**src/rtl/conv_pkg.sv**
```systemverilog
// Shared convolutional-code constants, the frame FSM state type and a parity helper.
// The defaults are also used by the Viterbi decoder, so both sides agree on trellis and symbol bit order.
package conv_pkg;

    localparam int CONV_KMAX = 16;
    localparam int CONV_K = 3;
    localparam logic [CONV_K-1:0] CONV_G1 = 3'b111;
    localparam logic [CONV_K-1:0] CONV_G0 = 3'b101;

    typedef enum logic {
        DATA = 1'b0,
        TAIL = 1'b1
    } conv_state_e;

    // Callers zero-extend w and g to CONV_KMAX; the MSB of the code's own width taps the newest bit.
    function automatic logic conv_parity(input logic [CONV_KMAX-1:0] w,
                                         input logic [CONV_KMAX-1:0] g);
        return ^(w & g);
    endfunction

endpackage

```
**src/rtl/conv_frame_encoder_if.sv**
```systemverilog
// Bit-source / symbol-sink signal bundle of the frame encoder.
// Modport master: source side. Modport slave: encoder side.
interface conv_frame_encoder_if;

    logic       enable_i;
    logic       d_in;
    logic       ready_o;
    logic       valid_o;
    logic [1:0] d_out;
    logic       last_o;
    logic [1:0] erase_o;
    logic       overflow_o;

    modport master (
        output enable_i, d_in,
        input  ready_o, valid_o, d_out, last_o, erase_o, overflow_o
    );

    modport slave (
        input  enable_i, d_in,
        output ready_o, valid_o, d_out, last_o, erase_o, overflow_o
    );

endinterface

```
**src/rtl/conv_shift_core.sv**
```systemverilog
// Encoder memory and parity generation: sym_o is the symbol for bit_i given the current memory.
// The memory shifts only when shift_i is high.
module conv_shift_core
    import conv_pkg::*;
#(
    parameter int             K  = CONV_K,
    parameter logic [K-1:0]   G1 = CONV_G1,
    parameter logic [K-1:0]   G0 = CONV_G0
) (
    input  logic       clk,
    input  logic       rst,
    input  logic       shift_i,
    input  logic       bit_i,
    output logic [1:0] sym_o
);

    logic [K-2:0] sr_q;
    logic [K-1:0] w;

    // sr_q[K-2] is the most recent past bit, so the new bit enters at the top.
    assign w = {bit_i, sr_q};

    assign sym_o = {conv_parity(CONV_KMAX'(w), CONV_KMAX'(G1)),
                    conv_parity(CONV_KMAX'(w), CONV_KMAX'(G0))};

    always_ff @(posedge clk or negedge rst) begin
        if (!rst) begin
            sr_q <= '0;
        end else if (shift_i) begin
            sr_q <= w[K-1:1];
        end
    end

endmodule

```
**src/rtl/conv_frame_encoder.sv**
```systemverilog
// Rate-1/2 convolutional encoder with per-frame zero-tail termination.
// Optional rate-2/3 puncturing is built when CONV_PUNCTURE_EN is defined.
//
// state | meaning
// ------+-----------------------------------------------------------
// DATA  | accept enabled bits, one symbol each, count up to FRAME_LEN
// TAIL  | encode K-1 zero bits to return the trellis to state 0
module conv_frame_encoder
    import conv_pkg::*;
#(
    parameter int           K         = CONV_K,
    parameter logic [K-1:0] G1        = K'(CONV_G1),
    parameter logic [K-1:0] G0        = K'(CONV_G0),
    parameter int           FRAME_LEN = 16
) (
    input  logic                 clk,
    input  logic                 rst,
    conv_frame_encoder_if.slave  bus
);

    localparam int CW = $clog2(FRAME_LEN + 1);
    localparam int TW = (K > 2) ? $clog2(K - 1) : 1;
    localparam logic [CW-1:0] CNT_LAST  = CW'(FRAME_LEN - 1);
    localparam logic [TW-1:0] TAIL_LAST = TW'(K - 2);

    if (K < 2) begin : g_bad_k
        $error("conv_frame_encoder: K must be at least 2, a zero tail needs K-1 >= 1 symbols");
    end
    if (FRAME_LEN < 1 || FRAME_LEN > 65535) begin : g_bad_len
        $error("conv_frame_encoder: FRAME_LEN must be within 1..65535");
    end

    conv_state_e   state_q;
    logic [CW-1:0] cnt_q;
    logic [TW-1:0] tail_q;
    logic          valid_q;
    logic          last_q;
    logic          ovf_q;
    logic [1:0]    d_q;
    logic [1:0]    sym;
    logic [1:0]    sym_d;
    logic          in_data;
    logic          shift;
    logic          tail_end;

    assign in_data  = (state_q == DATA);
    assign shift    = in_data ? bus.enable_i : 1'b1;
    assign tail_end = (state_q == TAIL) && (tail_q == TAIL_LAST);

    conv_shift_core #(
        .K  (K),
        .G1 (G1),
        .G0 (G0)
    ) u_core (
        .clk     (clk),
        .rst     (rst),
        .shift_i (shift),
        .bit_i   (in_data & bus.d_in),
        .sym_o   (sym)
    );

`ifdef CONV_PUNCTURE_EN
    logic       idx_q;
    logic [1:0] er_q;
    logic [1:0] er_d;

    // Odd symbols of the frame lose their G0 bit; the index restarts after each tail.
    always_comb begin
        sym_d = sym;
        er_d  = 2'b00;
        if (idx_q) begin
            sym_d[0] = 1'b0;
            er_d     = 2'b01;
        end
    end

    always_ff @(posedge clk or negedge rst) begin
        if (!rst) begin
            idx_q <= 1'b0;
            er_q  <= 2'b00;
        end else if (shift) begin
            idx_q <= tail_end ? 1'b0 : ~idx_q;
            er_q  <= er_d;
        end
    end

    assign bus.erase_o = er_q;
`else
    assign sym_d       = sym;
    assign bus.erase_o = 2'b00;
`endif

    always_ff @(posedge clk or negedge rst) begin
        if (!rst) begin
            state_q <= DATA;
            cnt_q   <= '0;
            tail_q  <= '0;
            valid_q <= 1'b0;
            last_q  <= 1'b0;
            ovf_q   <= 1'b0;
            d_q     <= 2'b00;
        end else begin
            valid_q <= 1'b0;
            last_q  <= 1'b0;
            if (!in_data && bus.enable_i) begin
                ovf_q <= 1'b1;
            end
            case (state_q)
                DATA: begin
                    if (bus.enable_i) begin
                        valid_q <= 1'b1;
                        d_q     <= sym_d;
                        if (cnt_q == CNT_LAST) begin
                            cnt_q   <= '0;
                            state_q <= TAIL;
                        end else begin
                            cnt_q <= cnt_q + CW'(1);
                        end
                    end
                end
                TAIL: begin
                    valid_q <= 1'b1;
                    d_q     <= sym_d;
                    if (tail_end) begin
                        tail_q  <= '0;
                        last_q  <= 1'b1;
                        state_q <= DATA;
                    end else begin
                        tail_q <= tail_q + TW'(1);
                    end
                end
                default: state_q <= DATA;
            endcase
        end
    end

    assign bus.ready_o    = in_data;
    assign bus.valid_o    = valid_q;
    assign bus.d_out      = d_q;
    assign bus.last_o     = last_q;
    assign bus.overflow_o = ovf_q;

endmodule

```
**src/flat_wrapper.sv**
```systemverilog
// flat-port wrapper written by rule: the top's interface ports become plain ports
module conv_frame_encoder_flat import conv_pkg::*;
#(
    parameter int           K         = CONV_K,
    parameter logic [K-1:0] G1        = K'(CONV_G1),
    parameter logic [K-1:0] G0        = K'(CONV_G0),
    parameter int           FRAME_LEN = 16
)
  (clk, rst, bus_enable_i, bus_d_in, bus_ready_o, bus_valid_o, bus_d_out, bus_last_o, bus_erase_o, bus_overflow_o);
  conv_frame_encoder_if bus_i ();
  input  logic clk;
  input  logic rst;
  input wire logic [$bits(bus_i.enable_i)-1:0] bus_enable_i;
  input wire logic [$bits(bus_i.d_in)-1:0] bus_d_in;
  output wire logic [$bits(bus_i.ready_o)-1:0] bus_ready_o;
  output wire logic [$bits(bus_i.valid_o)-1:0] bus_valid_o;
  output wire logic [$bits(bus_i.d_out)-1:0] bus_d_out;
  output wire logic [$bits(bus_i.last_o)-1:0] bus_last_o;
  output wire logic [$bits(bus_i.erase_o)-1:0] bus_erase_o;
  output wire logic [$bits(bus_i.overflow_o)-1:0] bus_overflow_o;
  assign bus_i.enable_i = bus_enable_i;
  assign bus_i.d_in = bus_d_in;
  assign bus_ready_o = bus_i.ready_o;
  assign bus_valid_o = bus_i.valid_o;
  assign bus_d_out = bus_i.d_out;
  assign bus_last_o = bus_i.last_o;
  assign bus_erase_o = bus_i.erase_o;
  assign bus_overflow_o = bus_i.overflow_o;
  conv_frame_encoder #(.K(K), .G1(G1), .G0(G0), .FRAME_LEN(FRAME_LEN)) u_core (.clk(clk), .rst(rst), .bus(bus_i));
endmodule
```
**config.mk**
```make
export PLATFORM = sky130hd
export DESIGN_NAME = conv_frame_encoder_flat
export DESIGN_NICKNAME = d
export VERILOG_FILES = /design/src/rtl/conv_pkg.sv /design/src/rtl/conv_frame_encoder_if.sv /design/src/rtl/conv_shift_core.sv /design/src/rtl/conv_frame_encoder.sv /design/src/flat_wrapper.sv
export SDC_FILE = /design/constraint.sdc
export NUM_CORES = 1
export LEC_CHECK = 0
export ABC_AREA = 1
export CAP_MARGIN = 20
export CORE_AREA = 2 2 39 41
export CTS_CLUSTER_DIAMETER = 100
export DETAILED_ROUTE_END_ITERATION = 8
export DIE_AREA = 0 0 41 43
export DONT_BUFFER_PORTS = 1
export GPL_ROUTABILITY_DRIVEN = 0
export REMOVE_ABC_BUFFERS = 1
export SETUP_SLACK_MARGIN = 0.5
export SLEW_MARGIN = 10
export SYNTH_ARGS = -nofsm -noshare
export SYNTH_HDL_FRONTEND = slang
export SYNTH_HIERARCHICAL = 1
export SYNTH_SLANG_ARGS = --single-unit
```
**constraint.sdc**
```tcl
create_clock -name clk -period 2.34 [get_ports clk]
set_clock_uncertainty 0.15 [all_clocks]
set_input_delay 0.468 -clock clk [delete_from_list [all_inputs] [get_ports clk]]
set_output_delay 0.468 -clock clk [all_outputs]
set_load 0.005 [all_outputs]
```
### Word-level counts from Yosys, hierarchy flattened

Cells that the tools add are included.

* register bits: 14
* input bits: 4
* word-level logic and storage cells: 32

* add/subtract/negate cells: 2
* equal/unequal tests: 2
* muxes and demuxes: 13
* bitwise operators: 2
* reductions and logical operators: 5

Operator list (count)
* 16-bit parity: 2
* 1-bit 2-to-1 mux: 8
* 5-bit by 1-bit adder with 5-bit output (second input constant): 1
* 5-bit by 4-bit equality test with 1-bit output (second input constant): 1
* 5-bit 2-to-1 mux: 1
* 1-bit case mux with 2 select lines: 2
* 2-bit case mux with 2 select lines: 1
* 1-bit logical AND: 2
* 2-bit 2-to-1 mux: 1
* 2-bit inequality test (second input constant): 1
* 2-bit AND reduction: 1
* 1-bit adder (second input constant): 1
* 1-bit bitwise AND: 1
* 1-bit inverter: 1

### Longest topological paths before layout

* word-level depth: 5
* depth in mapped cells: 8
* depth with buffers taken out: 8

### Cells and area by module

Netlist, hierarchy kept.

Modules (own cells, without submodules)
* conv_frame_encoder: times used 1, cells an instance 52, area an instance 514.2 um2, sequential area each 300.3 um2
* conv_shift_core: times used 1, cells an instance 17, area an instance 111.4 um2, sequential area each 50.0 um2

### Worst setup path after synthesis

No wires, ideal clock.

* kind: input port to flip-flop
* start: in bus_d_in
* end: reg u_core.d_q[1] (netlist: u_core/bus.d_out[1])
* data arrival time: 0.982 ns
* data required time: 2.074 ns
* path slack: 1.092 ns
* stages: 7
* buffers on the path: 0
* cell sequence: inv_1 > nor2_1 > nand2_1 > nand3_1 > nand2_1 > nand2_1 > nand2_1

* word-level cells in the longest chain between the ends: 4

RTL lines
* start, declared: line flat_wrapper.sv:14 `input wire logic [$bits(bus_i.d_in)-1:0] bus_d_in;`
* 1-bit bitwise AND *: line conv_frame_encoder.sv:58 `.bit_i (in_data & bus.d_in),`
* 16-bit parity *: line conv_pkg.sv:18 `return ^(w & g);`
* named net u_core.sym[1]: line conv_frame_encoder.sv:40 `logic [1:0] sym;`
* 2-bit 2-to-1 mux: line conv_frame_encoder.sv:110 `if (bus.enable_i) begin`
* 2-bit case mux with 2 select lines *: line conv_frame_encoder.sv:108 `case (state_q)`
* end signal, assigned: line conv_frame_encoder.sv:112 `d_q <= sym_d;`
* end signal, assigned: line conv_frame_encoder.sv:123 `d_q <= sym_d;`
* end, declared: line conv_frame_encoder.sv:39 `logic [1:0] d_q;`

Mark *: on every way through the listed nets, which the timed path passes. The rest lies on a longest branch. The select of a mux whose other input is x is not followed.
A chain may end at the register's enable or synchronous reset.

### Worst setup path in the final report

* start: reg u_core.state_q
* end: out bus_ready_o

* word-level cells in the longest chain between the ends: 1

RTL lines
* start, declared: line conv_frame_encoder.sv:33 `conv_state_e state_q;`
* start signal, assigned: line conv_frame_encoder.sv:95 `state_q <= DATA;`
* start signal, assigned: line conv_frame_encoder.sv:115 `state_q <= TAIL;`
* start signal, assigned: line conv_frame_encoder.sv:127 `state_q <= DATA;`
* 1-bit inverter
* end, declared: line flat_wrapper.sv:15 `output wire logic [$bits(bus_i.ready_o)-1:0] bus_ready_o;`

No other way between the ends.

==> metrics.csv <==
stage,metric,value,unit
yosys,netlist.area_leader.share,56.0,%
sta,hold_viol,0,
yosys,yosysUniqueCellTypes,19,
sta,max_freq,0.654,GHz
sta,fin_setup_tns,0,ns
worst_setup_path,crit_path_max_incr_delay,0.47,ns
sta,max_slew_margin,59.7,%
drt,drc,0,
floorplan,io_pins,12,
worst_setup_path,r2r-end,u_core/bus.d_out[1]$_DFFE_PN0P_,
worst_hold_path,whs_path_depth,1,
finish,postLayoutCellArea,667,um2
floorplan,coreArea,1380,um2
clock_tree,clkLatencyLatePin,0.27,ns
sta,report.final.slew_viol_count,0,
power,p_per_area,1150,nW/um2
worst_hold_path,whs_endpoint,u_core/bus.overflow_o$_DFFE_PN0P_,
finish,drive_above_1_share,13.9,%
placement,pre_cts_slack,1.00,ns
clock_tree,clock-root-buffer,clkbuf_4,
yosys,synthTopCellsByArea,"dfrtp_1 56%, nand2_1 12%, nand3_1 4.8%",
clock_tree,cts-htree-levels,1,
yosys,synth-main-ff-cell,dfrtp_1,
power,p_leak,0.349,nW
worst_hold_path,hp-class,primary input to register,
sta,worst_pin_slew,0.602,ns
yosys,syn_area_per_cell,9.07,um2
worst_setup_path,crit_chain,inv_2,
yosys,yosysWarnings,6,
yosys,yosysTopAreaCell,dfrtp_1,
global_routing,grt_max_degree,15,
drt,routed_wl,1.04,mm
placement,hpwl,766,um
floorplan,rows,14,
floorplan,start_util,45.2,%
sta,finalWorstSetupSlack,0.811,ns
worst_setup_path,slowest_stage,dfrtp_1,
worst_setup_path,reg2reg_from,u_core/state_q$_DFF_PN0_,
placement,port_buffers,0,
flow_run,max-cap-violations,0,
drt,drtIter0Drc,8,
yosys,async_reset_ff_share,100,%
status,status,completed,
drt,first_pass_iters,4,
global_routing,grt_pass1_wl,1.61,mm
floorplan,die_area,1760,um2
worst_setup_path,rrSetupSlack,0.98,ns
worst_setup_path,worst_ep_required_time,1.72,ns
global_routing,antenna_found_initial,0,
global_routing,grt_pass1_vias,402,
finish,diodes,0,
worst_hold_path,min_from,bus_enable_i,
drt,wl_per_cell,11.8,um
clock_tree,cts_resized,0,
placement,post_dp_cell_area,634,um2
clock_tree,cts_tree,yes,
global_routing,grt.overflow.total,0,
sta,finalSetupViolCount,0,
yosys,syn_inst,69,
finish,syn_to_final_growth,6.60,%
worst_setup_path,cp-end-kind,output port,
worst_setup_path,rr_worst_depth,6,
worst_setup_path,start_kind,register,
drt,ant_nets,0,
clock_tree,cts_buffers,3,
yosys,synth-edff-count,0,
worst_setup_path,crit_path_max_fanout,6,
clock_tree,clockBufferDepth,2,
worst_setup_path,cp.arrival,0.91,ns
yosys,synthTopCellsByCount,"20 x nand2_1, 14 x dfrtp_1, 6 x inv_1, 6 x nand3_1, 5 x nor2_1",
clock_tree,cts.clk_slew.worst_paths,0.09,ns
yosys,netlist_area,626,um2
power,ir_worst_vdd,0.407,mV
finish,layout.nets,79,
worst_setup_path,cp_num_buf_inv,1,
global_routing,grtUsageTotal,14.3,%
clock_tree,cts_sinks,14,
yosys,yosysSeqAreaShare,56.0,%
drt,viasPerCell,4.82,
worst_setup_path,worstSetupPathType,register to output port,
sta,fin_crit_sh,65.3,%
yosys,synth_most_common_cell,nand2_1,
floorplan,die_w,41,um
sta,post-route-min-period,1.53,ns
drt,vias,424,
sta,rsz0062_at_grt,false,
finish,post-route-util,48.2,%
worst_setup_path,crit_family,flip-flops,
floorplan,die_h,43,um
yosys,synth-seq-cells,14,
what timing repair did:
action / CTS / global route
buffers inserted: 0 / 0
hold endpoints to repair: 14 / 0
hold buffers: 1 / 0
cells in the final DEF, fill, tap and decap left out, drive strengths merged:
cell type,count
o21ai,3
nand2,22
xor2,2
ha,1
a21o,1
inv,8
nor2,7
clkbuf,3
dlygate4sd3,1
conb,2
dfrtp,14
a21oi,1
nand3,6
xnor2,1
routing by layer:
metal	global-route usage (%)	share of wire, %	vias to the layer above
met5	0	0	-
met4	12.0	0.96	0
met3	3.66	3.4	2
met2	20.9	50	5
met1	16.4	46	200
li1	-	-	217
worst max-delay path by stage:
stage | cells after the start | startpoint | end | slack (ns)
global placement | 6 | u_core/state_q$_DFF_PN0_ | u_core/bus.d_out[1]$_DFFE_PN0P_ | 1.02
detailed placement | 6 | u_core/state_q$_DFF_PN0_ | u_core/bus.d_out[1]$_DFFE_PN0P_ | 1.00
floorplan | 7 | bus_d_in | u_core/bus.d_out[1]$_DFFE_PN0P_ | 1.09
global route | 1 | u_core/state_q$_DFF_PN0_ | bus_ready_o | 0.75
CTS | 1 | u_core/state_q$_DFF_PN0_ | bus_ready_o | 0.81
finish | 1 | u_core/state_q$_DFF_PN0_ | bus_ready_o | 0.81
registers in the layout, indices dropped and copies added (netlist names):
signal	count
u_core/bus.d_out	2
u_core/bus.last_o	1
u_core/bus.overflow_o	1
u_core/bus.valid_o	1
u_core/cnt_q	5
u_core/state_q	1
u_core/tail_q	1
u_core/u_core/sr_q	2
where the power goes:
part           total [W]  internal [W]  switching, W
Combinational   0.000215     0.0000902      0.000125
Sequential      0.000414      0.000338     0.0000767
Clock           0.000136     0.0000595     0.0000764
Total           0.000765      0.000487      0.000278
cells by family (layout without fill, tap and decap cells):
family / Yosys count / after routing / synth area share [%]
AO/OA/AOI/OAI: 5 / 5 / 4.60
XOR/XNOR: 3 / 3 / 4.20
adder cells (fa/ha/maj): 1 / 1 / 2.00
buffers and inverters: 10 / 12 / 7.20
flip-flops: 14 / 14 / 56.0
other: 1 / 2 / 0.599
AND/OR/NAND/NOR: 35 / 35 / 25.4
final cells by class:
type                       instances  area (um2)
sequential                        14         350
tap                               16        20.0
multi-input combinational         46         234
inverter                           8        30.0
fill                             130         717
timing repair buffer               1        10.0
clock buffer                       3        22.5
metrics by stage:
step	total power (W)	cells	hold WS, ns
3_5_place_dp	0.000630	84	0.0228
4_1_cts	0.000774	88	0.159
2_1_floorplan	0.000579	68	0.0224
6_report	0.000765	88	0.167
5_1_grt	0.000823	88	0.154
3_3_place_gp	0.000617	84	0.0228
No activity file was read; power rests on OpenSTA's default activity.
